$ cat config.mk
export PLATFORM = sky130hd
export DESIGN_NAME = vc_allocator
export DESIGN_NICKNAME = d
export VERILOG_FILES = /design/src/rtl/vc_allocator.sv
export SDC_FILE = /design/constraint.sdc
export NUM_CORES = 1
export LEC_CHECK = 0
export ABC_AREA = 1
export BUFFER_PORTS_ARGS = -buffer_cell sky130_fd_sc_hd__buf_2
export CAP_MARGIN = 20
export CORE_MARGIN = 2
export CORE_UTILIZATION = 54
export DETAILED_ROUTE_END_ITERATION = 8
export PLACE_DENSITY = 0.77
export SLEW_MARGIN = 0
export SYNTH_ARGS = -nofsm -noshare
export SYNTH_HDL_FRONTEND = slang
export SYNTH_SLANG_ARGS = --single-unit
$ cat constraint.sdc
create_clock -name clk -period 5.15 [get_ports clk]
set_input_delay 0.515 -clock clk [delete_from_list [all_inputs] [get_ports clk]]
set_output_delay 0.515 -clock clk [all_outputs]
set_load 0.02 [all_outputs]
$ cat src/rtl/vc_allocator.sv
// Virtual-channel allocator: keeps the VC busy mask, grants free VCs round-robin,
// and returns VCs to the pool from {valid, one-hot VC} release words.
module vc_allocator #(
    parameter int NUM_VC = 7,
    parameter int CW     = 3
) (
    input  logic              clk,
    input  logic              rst_n,
    input  logic              alloc_req,
    output logic              alloc_gnt,
    output logic [NUM_VC-1:0] alloc_vc,
    input  logic [NUM_VC:0]   release_in,
    output logic [NUM_VC-1:0] busy_mask,
    output logic [CW-1:0]     free_cnt,
    output logic              all_busy,
    output logic              err_release
);

    localparam int             PW    = (NUM_VC > 1) ? $clog2(NUM_VC) : 1;
    localparam logic [PW:0]    L_NVC = (PW+1)'(NUM_VC);
    localparam logic [PW-1:0]  L_TOP = PW'(NUM_VC - 1);

    typedef enum logic [1:0] {
        S_IDLE,
        S_WAIT,
        S_GRANT
    } state_t;

    state_t            r_state;
    state_t            w_state_next;
    logic [NUM_VC-1:0] r_busy;
    logic [CW-1:0]     r_free_cnt;
    logic              r_all_busy;
    logic              r_gnt;
    logic [NUM_VC-1:0] r_vc;
    logic              r_err;
    logic [PW-1:0]     r_rr_ptr;

    logic [PW-1:0]     w_cand [NUM_VC];
    logic [NUM_VC-1:0] w_win_oh;
    logic [PW-1:0]     w_win;
    logic [PW-1:0]     w_rr_next;
    logic              w_found;
    logic              w_alloc;
    logic              w_rel_valid;
    logic [NUM_VC-1:0] w_payload;
    logic              w_onehot;
    logic              w_rel_ok;
    logic              w_rel_err;
    logic [NUM_VC-1:0] w_clear;
    logic [NUM_VC-1:0] w_set;
    logic [NUM_VC-1:0] w_busy_next;
    logic [CW-1:0]     w_free_cnt_next;

    // Candidate k of the search is (rr_ptr + k) mod NUM_VC.
    genvar gi;
    generate
        for (gi = 0; gi < NUM_VC; gi++) begin : g_cand
            logic [PW:0] w_sum;
            assign w_sum       = {1'b0, r_rr_ptr} + (PW+1)'(gi);
            assign w_cand[gi]  = (w_sum >= L_NVC) ? PW'(w_sum - L_NVC) : w_sum[PW-1:0];
            assign w_win_oh[gi] = (w_win == PW'(gi));
        end
    endgenerate

    // Walk from the farthest candidate down so the nearest free VC wins last.
    always_comb begin
        w_found = 1'b0;
        w_win   = '0;
        for (int k = NUM_VC - 1; k >= 0; k--) begin
            if (!r_busy[w_cand[k]]) begin
                w_found = 1'b1;
                w_win   = w_cand[k];
            end
        end
    end

    assign w_rr_next = (w_win == L_TOP) ? '0 : w_win + PW'(1);

    assign w_rel_valid = release_in[NUM_VC];
    assign w_payload   = release_in[NUM_VC-1:0];
    assign w_onehot    = (w_payload != '0) &&
                         ((w_payload & (w_payload - NUM_VC'(1))) == '0);
    assign w_rel_ok    = w_rel_valid && w_onehot && ((w_payload & r_busy) != '0);
    assign w_rel_err   = w_rel_valid && !w_rel_ok;
    assign w_clear     = w_rel_ok ? w_payload : '0;

    always_comb begin
        w_state_next = r_state;
        w_alloc      = 1'b0;
        case (r_state)
            S_IDLE: begin
                if (alloc_req) begin
                    if (w_found) begin
                        w_state_next = S_GRANT;
                        w_alloc      = 1'b1;
                    end else begin
                        w_state_next = S_WAIT;
                    end
                end
            end
            S_WAIT: begin
                if (!alloc_req) begin
                    w_state_next = S_IDLE;
                end else if (w_found) begin
                    w_state_next = S_GRANT;
                    w_alloc      = 1'b1;
                end
            end
            S_GRANT: w_state_next = S_IDLE;
            default: w_state_next = S_IDLE;
        endcase
    end

    // Set only touches a free bit and clear only a busy bit, so both can apply together.
    assign w_set       = w_alloc ? w_win_oh : '0;
    assign w_busy_next = (r_busy | w_set) & ~w_clear;

    always_comb begin
        w_free_cnt_next = '0;
        for (int i = 0; i < NUM_VC; i++) begin
            if (!w_busy_next[i]) begin
                w_free_cnt_next = w_free_cnt_next + CW'(1);
            end
        end
    end

    always_ff @(posedge clk) begin
        if (!rst_n) begin
            r_state    <= S_IDLE;
            r_busy     <= '0;
            r_free_cnt <= CW'(NUM_VC);
            r_all_busy <= 1'b0;
            r_gnt      <= 1'b0;
            r_vc       <= '0;
            r_err      <= 1'b0;
            r_rr_ptr   <= '0;
        end else begin
            r_state    <= w_state_next;
            r_busy     <= w_busy_next;
            r_free_cnt <= w_free_cnt_next;
            r_all_busy <= &w_busy_next;
            r_gnt      <= w_alloc;
            r_vc       <= w_set;
            r_err      <= w_rel_err;
            if (w_alloc) begin
                r_rr_ptr <= w_rr_next;
            end
        end
    end

    assign alloc_gnt   = r_gnt;
    assign alloc_vc    = r_vc;
    assign busy_mask   = r_busy;
    assign free_cnt    = r_free_cnt;
    assign all_busy    = r_all_busy;
    assign err_release = r_err;

endmodule

==> results by stage <==
Synth:
- The post-synthesis async set-or-reset flop share is 0.
- The mean post-synth cell area is around 6.2 um^2.
- The number of flops mapped to enable cells by yosys is 0.
- The number of distinct library cells after synthesis is 42.
- The share of the Yosys chip area taken by registers is 0.175.
- The flip-flop and latch count after synthesis is 24.
- Of the post-synthesis cell area, the dominant cell type holds 0.175.
- Synthesis produced a netlist whose cell count is 440.
- After synthesis, the most frequently instantiated cells are nand2_1 (123), nand3_1 (57), inv_1 (49), nor2_1 (32), dfxtp_1 (24).
- The yosys synthesis warning count is 0.
- The prevailing post-synth register cell is dfxtp_1.
- Ranked by total cell area, the synthesized netlist is headed by dfxtp_1 (18%), nand2_1 (17%), nand3_1 (10%).
- The mapped netlist covers 2740 um^2.
- In the post-synthesis netlist, the cell with the most instances is nand2_1.
- The number of nets in the synthesized netlist is 472.
- The library cell occupying the most area in the post-synthesis netlist is dfxtp_1.

Place:
- The congestion estimate from routability-driven global placement came to 0.937.
- During placement, the flow inserted port buffers numbering 30.
- The post-detailed-placement half-perimeter wirelength is 6.59 mm.
- Including well taps, the total number of placed cells is roughly 590.

Timing:
- The max-slew headroom at the worst pin is 0.653.
- Setup violations remaining at the end of the flow were counted as 2.
- Of the available clock period, the critical path in the final layout requires 1.05.
- Setup repair after global routing could not meet its margin everywhere.
- The clock skew is around 0.0061 ns.
- Once routing completed, OpenROAD measured the worst setup slack at -0.249 ns.
- The routed design could run at a clock period as short as ~5.4 ns.
- For this run, the top clock speed supported by timing is around 190 MHz.
- The hold violation count in the final report is 0.
- Adding up every negative setup slack in the final design gives -0.446 ns.
- The total count of max-transition violations in the final report is 0.
- For the pin with the worst max-slew slack, the measured transition is between 0.5 and 0.6 ns.

Global route:
- The number of antenna violations at the first check in global routing is 0.
- The global routing usage on met2 is 0.564.
- The first-pass GRT wire length is approximately 14 mm.
- The highest-utilization routing layer at the global route stage is met2.
- The global router's overall resource usage is 0.324.
- The maximum number of pins on one net before global-route repair is 19.
- The aggregate global routing overflow is 0.
- For this run, global-route usage on met3 was measured as 0.0402.
- For met1 alone, demand over resource in global routing was 0.400.
- The via count of the first global-routing pass is 3101.

Floorplan:
- The area of the die is 5660 um^2.
- The core region is 4820 um^2.
- The initial utilization of the core area, before any placement, comes to 0.569.
- The width of the die is 75.2 um.
- The die is ~75 um tall.
- The total number of placement rows is 25.
- The number of placed I/O pins is 31.

Final layout:
- The layout cell share with drive strength beyond 1 is 0.420.
- The number of antenna diodes is 0.
- The post-route non-filler standard cell count is 607.
- The layout overhead on the synthesized area is 41.8%.
- The post-layout net count is 573.

Drt:
- For this run, design rule violations remaining after detail routing come to 0.
- The total routed wirelength is 9.20 mm.
- The remaining number of nets flagged by the antenna check after routing is 0.
- The overall via count from detail_route is 3416.
- The via count normalized by instance count is 5.63.
- The number of DRC markers in iteration 0 is 319.
- The detailed-routing iteration count for the pre-antenna-repair pass is 5.
- After detailed routing, the average wire length per cell comes to 15.1 um.

CTS:
- The later pin in the worst-skew pair is clocked with a latency of 0.28 ns.
- TritonCTS built the clock tree.
- The clock passes through at most 2 buffers.
- The number of hold-repair buffers added at the cts stage is 0.
- The number of sinks handled by clock tree synthesis is 24.
- The clock input transition at the sequential cells of the worst setup and hold paths is 0.10 ns.
- The number of clock buffers added by TritonCTS is 3.
- The cell at the root of the clock tree is clkbuf_8.
- The level count of the clock H-tree is 1.

Outcome:
- The checks that failed: setup timing.
- The run finished, with violations left.

Hold path:
- The worst hold path class is in2reg.

Critical path:
- The highest net fanout along the worst path is 6.
- The critical path buffer and inverter count is 6.
- The delay of the slowest cell on the worst path is 0.48 ns.
- STA classifies the critical path endpoint as a flop.
- In this design, the largest share of critical-path delay is due to simple AND/OR/NAND/NOR gates.
- STA classifies the critical path startpoint as a flop.
- At the worst endpoint, the arrival time is 5.57 ns.
- The worst endpoint required time is 5.32 ns.
- The most numerous cell on the critical path is nand2_1.
- The category of the most critical setup path is reg2reg.
- The slowest stage of the critical path is the fa_2 cell.

Flow run:
- The number of max-cap violations is 0.
-- cell families (layout without fill, tap and decap cells) --
| kind of cell | count (synthesis) | after routing | share of synthesized area |
|---|---|---|---|
| xor+xnor | 5 | 5 | 0.0215 |
| fa+ha+maj | 21 | 21 | 0.0987 |
| simple gates | 266 | 266 | 0.471 |
| buf+inv | 68 | 168 | 0.0987 |
| compound gates | 56 | 56 | 0.135 |
| flops | 24 | 24 | 0.175 |
-- per-stage QoR --
stage | setup slack (ns) | instance area (um^2) | hold WS [ns] | util
global placement | -0.178 | 3520 | 0.667 | 0.730
CTS | -0.0721 | 3780 | 0.489 | 0.785
detailed placement | -0.288 | 3520 | 0.671 | 0.730
global route | -0.554 | 3880 | 0.493 | 0.806
floorplan | 0.00877 | 2910 | 0.549 | -
finish | -0.249 | 3880 | 0.489 | 0.806
-- sequential cells by signal (all words and copies together) (netlist names) --
name,count
all_busy,1
alloc_vc,7
r_rr_ptr,3
free_cnt,3
alloc_gnt,1
err_release,1
busy_mask,7
r_state,1
-- worst paths after layout --
path / from / slack [ns] / depth (start not counted) / end
worst min register to register: busy_mask[4] / 0.71 / 2 / busy_mask[4]
worst min-delay path: release_in[7] / 0.49 / 3 / err_release
worst max-delay path: r_rr_ptr[0] / -0.25 / 38 / free_cnt[2]
worst max register to register: r_rr_ptr[0] / -0.25 / 38 / free_cnt[2]
-- tightest hold or removal path, stage by stage --
cell,delay (ns)
buf_2,0.12
nand2_1,0.05
nor2_1,0.04
-- area by class of cell --
type,instances,area (um^2)
Multi-Input combinational cell,348,2290
Tap cell,67,83.8
Sequential cell,24,488
Inverter,65,260
Clock inverter,1,30.0
Fill cell,348,935
Timing Repair Buffer,99,688
Clock buffer,3,41.3
-- per-layer routing --
layer	up-vias	share of wire	wire, um
met4	0	0.039	362
met1	1591	0.41	3730
met3	30	0.063	580
met5	-	0	0
met2	162	0.49	4520
li1	1633	-	-
-- layout by cell type, fill, tap and decap left out, types with 2 or more instances in the layout --
cell type  count
o211ai_1       3
o21ai_0       13
inv_4          2
a211oi_1       2
nand3b_1       3
buf_6          2
nand3_1       47
nor3_1         2
xor2_4         2
o21ai_1        3
buf_2         30
nor2_4         2
nor2_1        30
nor2_2         3
a21oi_1       13
or2_1          2
nand3_2       16
inv_1         38
inv_2         22
a21oi_2        4
buf_4         66
nand2_1      108
dfxtp_4        2
nor4_1         2
nand4_1        6
xnor2_1        2
o21ai_2        7
nand2_4        7
dfxtp_1       22
clkbuf_8       3
nand3_4        2
ha_4           9
a22oi_2        2
nand2_2       33
ha_1          10
-- timing repair --
item                       4_1_cts  5_1_grt
buffers inserted                13        3
setup endpoints to repair        2        2
pin swaps                       34       29
gates resized for setup         21       20
Power is not shown: default switching activity piles up to over one toggle a cycle in this logic, so the estimate is an artifact.
